## config.mk

```make
export PLATFORM = sky130hd
export DESIGN_NAME = ys_poly_small_stream
export DESIGN_NICKNAME = d
export VERILOG_FILES = /design/src/rtl/ys_poly_small_pkg.sv /design/src/rtl/ys_poly_small_lane_op.sv /design/src/rtl/ys_poly_small_stream.sv
export SDC_FILE = /design/constraint.sdc
export NUM_CORES = 1
export LEC_CHECK = 0
export ABC_CLOCK_PERIOD_IN_PS = 3900
export CAP_MARGIN = 5
export CORE_MARGIN = 4
export CORE_UTILIZATION = 35
export DETAILED_ROUTE_END_ITERATION = 10
export PLACE_DENSITY_LB_ADDON = 0.25
export SLEW_MARGIN = 10
export SYNTH_ARGS = -nofsm -noshare
export SYNTH_HDL_FRONTEND = slang
export SYNTH_SLANG_ARGS = --single-unit
```

## constraint.sdc

```tcl
create_clock -name clk -period 3.9 [get_ports clk]
set_input_delay 1.17 -clock clk [delete_from_list [all_inputs] [get_ports clk]]
set_output_delay 1.17 -clock clk [all_outputs]
set_load 0.005 [all_outputs]
```

## src/rtl/ys_poly_small_pkg.sv

```systemverilog
`default_nettype none
// ============================================================================
// ys_poly_small_pkg : shared mode/state encodings and default widths
// Rev 1.0
// ============================================================================
package ys_poly_small_pkg;

  localparam int c_DEF_CW    = 13;
  localparam int c_DEF_LANES = 4;

  typedef enum logic [1:0] {
    MODE_COPY  = 2'd0,
    MODE_NEG   = 2'd1,
    MODE_DIFF  = 2'd2,
    MODE_DIFF3 = 2'd3
  } mode_e;

  typedef enum logic [1:0] {
    ST_IDLE  = 2'd0,
    ST_READ  = 2'd1,
    ST_DRAIN = 2'd2,
    ST_DONE  = 2'd3
  } state_e;

endpackage : ys_poly_small_pkg
`default_nettype wire

```

## src/rtl/ys_poly_small_lane_op.sv

```systemverilog
`default_nettype none
// ============================================================================
// ys_poly_small_lane_op : combinational transform of one coefficient
// Rev 1.0
// ============================================================================
module ys_poly_small_lane_op
  import ys_poly_small_pkg::*;
#(
  parameter int CW = c_DEF_CW
) (
  input  logic [CW-1:0] c,
  input  logic [CW-1:0] p,
  input  logic [1:0]    mode,
  output logic [CW-1:0] result
);

  logic [CW-1:0] w_d;
  logic [CW-1:0] w_d2;

  assign w_d  = p - c;
  assign w_d2 = w_d << 1;

  always_comb begin
    result = c;
    case (mode)
      MODE_COPY:  result = c;
      MODE_NEG:   result = '0 - c;
      MODE_DIFF:  result = w_d;
      MODE_DIFF3: result = w_d + w_d2;
      default:    result = c;
    endcase
  end

endmodule : ys_poly_small_lane_op
`default_nettype wire

```

## src/rtl/ys_poly_small_stream.sv

```systemverilog
`default_nettype none
// ============================================================================
// ys_poly_small_stream : RAM1 -> per-lane transform -> RAM2, one word/cycle
// Optional cycle counter port enabled by YS_POLY_SMALL_CYCCNT_EN.  Rev 1.0
// ============================================================================
module ys_poly_small_stream
  import ys_poly_small_pkg::*;
#(
  parameter int LANES = c_DEF_LANES,
  parameter int CW    = c_DEF_CW,
  parameter int WORDS = 128,
  parameter int AW    = 7
) (
  input  logic                  clk,
  input  logic                  rst_n,
  input  logic                  start,
  input  logic [1:0]            mode,
  output logic                  busy,
  output logic                  done,
  output logic                  ram1_en,
  output logic [AW-1:0]         ram1_addr,
  input  logic [LANES*CW-1:0]   ram1_dout,
  output logic                  ram2_we,
  output logic [AW-1:0]         ram2_addr,
`ifdef YS_POLY_SMALL_CYCCNT_EN
  output logic [15:0]           cyc_cnt,
`endif
  output logic [LANES*CW-1:0]   ram2_din
);

  localparam logic [AW-1:0] c_LAST = AW'(WORDS - 1);

  state_e                r_state;
  state_e                w_next;
  logic                  w_start_acc;
  logic [1:0]            r_mode;
  logic [AW-1:0]         r_rd_addr;
  logic                  r_vld;
  logic [AW-1:0]         r_vaddr;
  logic [CW-1:0]         r_carry;
  logic                  r_we;
  logic [AW-1:0]         r_waddr;
  logic [LANES*CW-1:0]   r_din;
  logic [LANES*CW-1:0]   w_res;
  logic [CW-1:0]         w_c [LANES];
  logic [CW-1:0]         w_p [LANES];

  assign w_start_acc = (r_state == ST_IDLE) && start;

  always_ff @(posedge clk or negedge rst_n) begin
    if (!rst_n) begin
      r_state <= ST_IDLE;
    end else begin
      r_state <= w_next;
    end
  end

  always_comb begin
    w_next    = r_state;
    busy      = 1'b0;
    done      = 1'b0;
    ram1_en   = 1'b0;
    ram1_addr = '0;
    case (r_state)
      ST_IDLE: begin
        if (start) w_next = ST_READ;
      end
      ST_READ: begin
        busy      = 1'b1;
        ram1_en   = 1'b1;
        ram1_addr = r_rd_addr;
        if (r_rd_addr == c_LAST) w_next = ST_DRAIN;
      end
      ST_DRAIN: begin
        busy = 1'b1;
        // Leave once the write for the final word is on the RAM2 port.
        if (r_we && (r_waddr == c_LAST)) w_next = ST_DONE;
      end
      ST_DONE: begin
        busy   = 1'b1;
        done   = 1'b1;
        w_next = ST_IDLE;
      end
      default: w_next = ST_IDLE;
    endcase
  end

  always_ff @(posedge clk or negedge rst_n) begin
    if (!rst_n) begin
      r_mode    <= '0;
      r_rd_addr <= '0;
      r_vld     <= 1'b0;
      r_vaddr   <= '0;
    end else begin
      if (w_start_acc) begin
        r_mode    <= mode;
        r_rd_addr <= '0;
      end else if (r_state == ST_READ) begin
        r_rd_addr <= r_rd_addr + 1'b1;
      end
      r_vld   <= (r_state == ST_READ);
      r_vaddr <= r_rd_addr;
    end
  end

  generate
    for (genvar k = 0; k < LANES; k++) begin : g_lane
      assign w_c[k] = ram1_dout[k*CW +: CW];
      if (k == 0) begin : g_first
        assign w_p[k] = r_carry;
      end else begin : g_rest
        assign w_p[k] = w_c[k-1];
      end
      ys_poly_small_lane_op #(
        .CW (CW)
      ) u_op (
        .c      (w_c[k]),
        .p      (w_p[k]),
        .mode   (r_mode),
        .result (w_res[k*CW +: CW])
      );
    end
  endgenerate

  always_ff @(posedge clk or negedge rst_n) begin
    if (!rst_n) begin
      r_we    <= 1'b0;
      r_waddr <= '0;
      r_din   <= '0;
      r_carry <= '0;
    end else begin
      r_we <= r_vld;
      if (r_vld) begin
        r_waddr <= r_vaddr;
        r_din   <= w_res;
      end
      if (w_start_acc) begin
        r_carry <= '0;
      end else if (r_vld) begin
        r_carry <= w_c[LANES-1];
      end
    end
  end

  assign ram2_we   = r_we;
  assign ram2_addr = r_waddr;
  assign ram2_din  = r_din;

`ifdef YS_POLY_SMALL_CYCCNT_EN
  logic [15:0] r_cyc_cnt;

  always_ff @(posedge clk or negedge rst_n) begin
    if (!rst_n) begin
      r_cyc_cnt <= '0;
    end else if (w_start_acc) begin
      r_cyc_cnt <= '0;
    end else if (busy) begin
      r_cyc_cnt <= r_cyc_cnt + 16'd1;
    end
  end

  assign cyc_cnt = r_cyc_cnt;
`else
  // Cycle counter not built in this configuration.
`endif

endmodule : ys_poly_small_stream
`default_nettype wire

```

Yosys cells after proc, flatten, opt, wreduce, memory -nomap -nowiden
Cells that the tools add are included.
{"block": "totals", "register_bits": 92, "in_bits": 57, "wordCells": 57}
{"block": "op_classes", "add_sub_neg": 13, "n_eq_ne": 11, "n_mux": 16, "n_reduce_logical": 8}
{"operator": "case mux 13 bit (4 select lines)", "count": 4}
{"operator": "adder 13 bit", "count": 4}
{"operator": "subtractor 1 x 13 -> 13 bit, first input constant", "count": 4}
{"operator": "subtractor 13 bit", "count": 4}
{"operator": "2-to-1 mux 13 bit", "count": 2}
{"operator": "2-to-1 mux 7 bit", "count": 3}
{"operator": "== test 7 bit, second input constant", "count": 2}
{"operator": "== test 2 bit, second input constant", "count": 4}
{"operator": "case mux 2 bit (4 select lines)", "count": 1}
{"operator": "adder 7 x 1 -> 7 bit, second input constant", "count": 1}
{"operator": "2-to-1 mux 2 bit", "count": 3}
{"operator": "!= test 2 bit, second input constant", "count": 3}
{"operator": "== test 2 x 1 -> 1 bit, second input constant", "count": 2}
{"operator": "zero test 2 bit", "count": 2}
{"operator": "nonzero test 2 bit", "count": 2}
{"operator": "2-to-1 mux 1 bit", "count": 3}
{"operator": "AND reduction 3 bit", "count": 1}
{"operator": "OR reduction 3 bit", "count": 1}
{"operator": "logical AND 1 bit", "count": 2}

Longest topological paths before layout
Gate-level depths: netlist (run 1).
{"block": "logic_depth", "depth_word": 4, "ltp_mapped": 20, "ltp_nobuf": 20}

By module
A second synthesis (run 1) with hierarchy kept.
{"block": "hier_totals", "hier_cells": 1139, "hier_area_um2": 9970.8}
{"module": "ys_poly_small_stream", "instances": 1, "cells_each": 239, "area_per_inst_um2": 3550.9, "seq_area_each_um2": 2302.2}
{"module": "ys_poly_small_lane_op at g_lane[1].u_op ...", "instances": 2, "cells_each": 223, "area_per_inst_um2": 1564.0, "seq_area_each_um2": 0.0}
{"module": "ys_poly_small_lane_op at g_lane[3].u_op", "instances": 1, "cells_each": 242, "area_per_inst_um2": 1695.4, "seq_area_each_um2": 0.0}
{"module": "ys_poly_small_lane_op at g_lane[0].u_op", "instances": 1, "cells_each": 212, "area_per_inst_um2": 1596.5, "seq_area_each_um2": 0.0}

Worst setup path before layout (run 1)
Ideal clock, no wire load.
{"block": "synth_path", "kind": "input to register", "startpoint": "input port ram1_dout[0]", "endpoint": "register r_din[25] (netlist: ram2_din[25])", "setup_ns": 0.064, "t_arrival_ns": 4.314, "required_time_ns": 3.836, "slack_ns": -0.479, "path_stages": 19, "n_path_buf": 0, "path_cell_list": "inv_1 ha_1 inv_1 fa_1 a21o_1 a21oi_1 nor2b_1 o41ai_1 o21ai_1 nor2_1 xnor2_1 ha_1 or3_1 o21ai_0 a31oi_1 xor2_1 a21o_1 a31oi_1 a21o_1"}
{"block": "synth_between", "elab_chain_len": 3}
{"item": "from (decl)", "line": "ys_poly_small_stream.sv:22", "rtl": "input logic [LANES*CW-1:0] ram1_dout,"}
{"item": "subtractor 13 bit *", "line": "ys_poly_small_lane_op.sv:20", "rtl": "assign w_d = p - c;"}
{"item": "adder 13 bit", "line": "ys_poly_small_lane_op.sv:29", "rtl": "MODE_DIFF3: result = w_d + w_d2;"}
{"item": "case mux 13 bit (4 select lines) *", "line": "ys_poly_small_lane_op.sv:25", "rtl": "case (mode)"}
{"item": "to (signal assigned)", "line": "ys_poly_small_stream.sv:135", "rtl": "r_din <= w_res;"}
{"item": "to (decl)", "line": "ys_poly_small_stream.sv:43", "rtl": "logic [LANES*CW-1:0] r_din;"}
Every way passes the cells marked *; elsewhere a longest branch is shown, timed or not.
A chain may end at the register's enable or synchronous reset.

Worst setup path after layout (run 1)
{"block": "layout_path", "startpoint": "input port ram1_dout[26]", "endpoint": "register r_din[51] (netlist: ram2_din[51])"}
Same word-level chain as after synthesis.

==> metrics.yaml, run 1 <==
fin_area_sq_mm: 0.0148
final.period_utilization_pct: 108
ys_ff_latch: 92
h-tree-depth: 3
cp-start-kind: "primary input"
syn2layout_area_growth_pct: 59.8
clkSinkCount: 92
drc_errors: 0
synth_warnings: 0
slew_viol_final: 0
clockBufferDepth: 2
critPathMaxFanout: 3
power.density_mw_per_mm2: 351
vias: 9689
clock-root-buffer: "clkbuf_16"
final_cells: 1846
num-nets-final: 1672
via_per_inst: 5.25
required_ns: 4.15
numCtsBuffers: 9
grt_pass1_vias: 9782
grt_overflow: 0
post_dp_cell_area_sq_mm: 0.0131
start_util_pct: 35.5
clk_pin_slew_ns: 0.08
wire_per_inst_microns: 17.4
power_frac_clock_pct: 18.3
grt_usage_pct: 21.3
maxCapViolCount: 0
setup_ws_ns: -0.321
relSlewSlack_pct: 33.9
setup_viol: 19
timing.setup.tns_ns: -3.13
hold_viol: 0
nFillCells: 2292
place_ws_ns: -1.23
synth_edf_count: 0
cp-end-kind: "register"
hpwl_mm: 23.6
wl_mm: 32.2
syn_area_per_cell_sq_um: 8.51
dieArea_sq_mm: 0.0291
rsz0062_at_grt: "true"
syn_inst: 1088
netlist_top_cells_count: "ha_1, nor2_1, xnor2_1, dfrtp_1, inv_1"
antenna_found_initial: 2
coreArea_sq_mm: 0.0261
synth_area_leaders: "dfrtp_1, ha_1, xnor2_1"
worst_pin_slew_ns: 0.992
synth_top_area_cell: "dfrtp_1"
p_comb_share_pct: 62.4
die_w_microns: 171
skew_ns: 0.00883
seqPwrFrac_pct: 19.3
io_pins: 127
critPathKind: "primary input to register"
violations: "negative setup slack"
clock.fmax_ghz: 0.237
p_leak_nw: 6.93
synthesis.area_sq_mm: 0.00926
period_needed_ns: 4.22
portBuffers: 126
clock_latency_ns: 0.37
grt_pass1_wl_mm: 49.5
switching_share_pct: 37.0
layout-drive-gt1-share_pct: 37.5
place_inst: 1784
row_count: 59
synth_top_area_share_pct: 24.9
seq_area_frac_synth_pct: 24.9
p_switching_mw: 1.92
grt_max_degree: 78
gp_congestion: 0.888
synth.most_common_cell: "ha_1"
postRouteAntennaNets: 0
async_flop_share_pct: 100
drt-pass1-iter-count: 5
hold_ws_ns: 0.463
internal-power_mw: 3.27
post_synth_num_cell_types: 63
synth_nets: 1255
cp_data_arrival_time_ns: 4.47
status: "finished, violations left"
drtIter0Drc: 553
ir_drop_mv: 0.245
die_h_microns: 171
cts_tree: "yes"
ys.flop_type: "dfrtp_1"
hp-class: "register to register"
[critical path: stages]
cell and delay (ns):
buf_12 0.12, inv_16 0.05, ha_4 0.12, inv_2 0.04
fa_2 0.43, a21oi_2 0.17, buf_4 0.14, o21ai_4 0.05
o41a_4 0.36, a221o_1 0.35, xor2_2 0.31, ha_4 0.26
nand2_2 0.08, nor2_2 0.03, a21oi_1 0.12, o311a_1 0.22
xnor2_2 0.14, nor4b_4 0.23, o2bb2ai_2 0.07
[repair_timing]
| action | in CTS | in global routing |
|---|---|---|
| cloned | 0 | 0 |
| pin swaps | 112 | 81 |
| resized for setup | 157 | 107 |
| hold buffers | 0 | 0 |
| setup endpoints to repair | 34 | 27 |
| buffers inserted | 30 | 25 |
[power by group through the flow]
| stage | sequential, mW | combinational, mW | clock [mW] |
|---|---|---|---|
| after global routing | 1.00 | 3.52 | 1.00 |
| after CTS | 1.00 | 2.82 | 0.975 |
| final | 1.00 | 3.24 | 0.949 |
| after floorplan | 1.02 | 1.48 | 0 |
| after detailed placement | 1.02 | 2.54 | 0 |
| after global placement | 1.02 | 2.49 | 0 |
[flip-flops by register name, indices dropped and copies added, names as in the netlist]
| signal | flops |
|---|---|
| r_carry | 13 |
| r_mode | 2 |
| r_rd_addr | 7 |
| r_state | 2 |
| r_vaddr | 7 |
| r_vld | 1 |
| ram2_addr | 7 |
| ram2_din | 52 |
| ram2_we | 1 |
[metal layers]
metal	vias up	share of wire, %	GRT usage (%)
met4	2	2.5	5.73
met3	63	5.8	4.41
li1	4703	-	-
met1	4660	42	26.3
met5	-	0.040	0
met2	261	49	37.6
[placed cells by master (no fill, tap or decap), types with 43 or more instances in the layout]
cell             instances
clkdlybuf4s50_1         98
xnor2_1                 75
o21ai_0                 43
dfrtp_1                 89
inv_1                   66
nor2_1                  88
buf_4                  296
a21o_1                  43
nand2_1                 62
ha_1                    66
[through the flow]
stage / power (mW) / util [%]
2_1_floorplan: 2.49 / -
3_3_place_gp: 3.51 / 50.4
6_report: 5.19 / 56.7
5_1_grt: 5.53 / 56.7
4_1_cts: 4.80 / 54.4
3_5_place_dp: 3.56 / 50.4
[cell families after synthesis]
group / count (synthesis) / share of synthesized area (%)
muxes: 54 / 6.61
xor gates and xnor gates: 129 / 12.3
buffers and inverters: 120 / 4.89
adders and majority gates: 110 / 15.5
DFF: 92 / 24.9
and+or+nand+nor: 280 / 14.1
AOI/OAI and AO/OA: 303 / 21.7
[area by class of cell]
cell class              count  area (sq um)  area share [%]
multi-input cells         876          7680            51.9
repair buffers            444          3720            25.2
flip-flops and latches     92          2310            15.6
well taps                 335           419            2.83
inverters                  82           354            2.39
clock buffers               9           225            1.52
clock inverters             7          76.3           0.516
diodes                      1          2.50          0.0169
[worst paths after layout]
| kind | startpoint | end | slack (ns) | cells after the start |
|---|---|---|---|---|
| worst min-delay path | r_rd_addr[6]$_DFFE_PN0P_ | r_vaddr[6]$_DFF_PN0_ | 0.46 | 0 |
| worst max register to register | r_carry[0]$_DFFE_PN0P_ | ram2_din[12]$_DFFE_PN0P_ | 0.30 | 18 |
| worst max-delay path | ram1_dout[26] | ram2_din[51]$_DFFE_PN0P_ | -0.32 | 19 |
| worst min register to register | r_rd_addr[6]$_DFFE_PN0P_ | r_vaddr[6]$_DFF_PN0_ | 0.46 | 0 |
| min in group asynchronous | rst_n | ram2_din[20]$_DFFE_PN0P_ | 0.75 | 1 |
| max in group asynchronous | rst_n | ram2_din[29]$_DFFE_PN0P_ | 2.45 | 2 |
Note: power is estimated with default switching activity, not from simulation.
==> inputs of run 2 (changes only) <==
--- a/config.mk
+++ b/config.mk
@@ -9,6 +9,7 @@
 export CAP_MARGIN = 5
 export CORE_MARGIN = 4
 export CORE_UTILIZATION = 35
+export CTS_BUF_LIST = sky130_fd_sc_hd__clkbuf_2
 export DETAILED_ROUTE_END_ITERATION = 10
 export PLACE_DENSITY_LB_ADDON = 0.25
 export SLEW_MARGIN = 10
==> run 2 against run 1 <==
The run now ends clean. Worst hold slack got worse by 0.096 ns. Cell area decreased by 6.5%. Global-route usage decreased by 0.63 points. Fmax increased by 9.7%. Non-clock buffer count decreased by 24. Power decreased by 16%. First-iteration DRC count decreased by 18%. Sequential power about the same. Routed wire length decreased by 4.1%. Register-to-register slack improved by 0.12 ns. Clock-buffer cell count unchanged. Highest routed layer unchanged.
==> metrics.yaml, run 2 (synthesized netlist as in run 1, its figures left out) <==
status: "finished, final reports clean"
drtIter0Drc: 455
vias: 9501
setup_ws_ns: 0.0538
cp-start-kind: "primary input"
cp-end-kind: "register"
largest_reg_flops: 52
r2r-end: "ram2_din[12]$_DFFE_PN0P_"
layout-drive-gt1-share_pct: 31.2
grt_max_degree: 78
antenna_found_initial: 3
h-tree-depth: 3
coreArea_sq_mm: 0.0261
gp_congestion: 0.888
io_pins: 127
internal-power_mw: 2.64
dieArea_sq_mm: 0.0291
reg2reg_slack_ns: 0.42
seqPwrFrac_pct: 23.2
r2r_cells: 19
critPathMaxFanout: 4
timing.setup.tns_ns: 0
die_h_microns: 171
setup_viol: 0
clock.fmax_ghz: 0.260
place_ws_ns: -1.23
drt-pass1-iter-count: 5
hpwl_mm: 23.6
post_dp_cell_area_sq_mm: 0.0131
relSlewSlack_pct: 32.9
hp-class: "primary input to asynchronous set/reset pin"
postRouteAntennaNets: 0
skew_ns: 0.0524
switching_share_pct: 39.0
hold_viol: 0
rsz0062_at_grt: "true"
fin_util_pct: 53.1
power_frac_clock_pct: 12.9
clkSinkCount: 92
syn2layout_area_growth_pct: 49.4
start_util_pct: 35.5
slew_viol_final: 0
clock_latency_ns: 0.68
wl_mm: 30.9
clk_pin_slew_ns: 0.36
final_cells: 1823
final.period_utilization_pct: 98.6
grt_pass1_vias: 9460
cts_tree: "yes"
wire_per_inst_microns: 16.9
maxCapViolCount: 0
worst_pin_slew_ns: 1.01
via_per_inst: 5.21
period_needed_ns: 3.85
final_cell_mix: "buf_4, clkdlybuf4s50_1, nor2_1"
cp_data_arrival_time_ns: 4.45
clockBufferDepth: 2
p_comb_share_pct: 63.9
die_w_microns: 171
required_ns: 4.50
place_inst: 1784
drc_errors: 0
final_common_cell: "buf_4"
power.density_mw_per_mm2: 313
grt_usage_pct: 20.6
p_leak_nw: 6.61
portBuffers: 126
num-nets-final: 1648
grt_overflow: 0
totalPowerFinal_mw: 4.33
r2r-start: "r_carry[0]$_DFFE_PN0P_"
clock-root-buffer: "clkbuf_2"
fin_area_sq_mm: 0.0138
numCtsBuffers: 9
p_switching_mw: 1.69
ir_drop_mv: 0.212
critPathKind: "primary input to register"
grt_pass1_wl_mm: 48.0
hold_ws_ns: 0.367
row_count: 59
==> run 2: worst max path at each step <==
stage	startpoint	endpoint	slack, ns	depth (start not counted)
after global placement	ram1_dout[13]	ram2_din[38]$_DFFE_PN0P_	-1.17	20
after CTS	ram1_dout[41]	ram2_din[51]$_DFFE_PN0P_	-0.03	18
after global routing	ram1_dout[27]	ram2_din[48]$_DFFE_PN0P_	-0.06	18
after floorplan	ram1_dout[0]	ram2_din[25]$_DFFE_PN0P_	-0.31	19
after detailed placement	ram1_dout[26]	ram2_din[51]$_DFFE_PN0P_	-1.23	20
final	ram1_dout[29]	ram2_din[48]$_DFFE_PN0P_	0.05	18
==> run 2: worst max-delay path, cell delays in order <==
cell,delay (ns)
dlygate4sd2_1,0.34
ha_4,0.33
o21a_1,0.12
o31ai_2,0.06
buf_4,0.14
buf_4,0.13
a21oi_4,0.19
nor2_1,0.09
ha_1,0.29
nor2b_1,0.14
o21a_1,0.19
o41ai_2,0.43
buf_4,0.19
xnor2_2,0.11
nor2_2,0.07
a211oi_2,0.22
a211oi_2,0.07
a21o_1,0.17
==> run 2: layout make-up <==
cell class | instances | area, sq um
diodes | 2 | 5.00
multi-input cells | 876 | 7130
well taps | 335 | 419
repair buffers | 420 | 3490
flip-flops and latches | 92 | 2310
clock buffers | 9 | 45.0
inverters | 82 | 352
clock inverters | 7 | 76.3
fillers | 2410 | 12200
==> run 2: timing repair <==
item	CTS	global route
buffers inserted	7	16
hold buffers	0	0
pin swaps	32	76
setup endpoints to repair	23	19
resized for setup	46	87
==> run 2: power by group through the flow <==
stage               clock network [mW]  registers [mW]  logic (mW)
detailed placement                   0            1.02        2.54
finish                           0.558            1.01        2.77
global placement                     0            1.02        2.49
CTS                              0.586            1.01        2.61
global route                     0.612            1.01        3.05
floorplan                            0            1.02        1.48
==> run 2: metal layers <==
metal	global-route usage [%]	vias up	routed length (microns)
met3	3.88	60	1780
li1	-	4681	-
met5	0	-	26
met1	26.0	4527	13200
met2	35.9	229	15100
met4	6.08	4	796
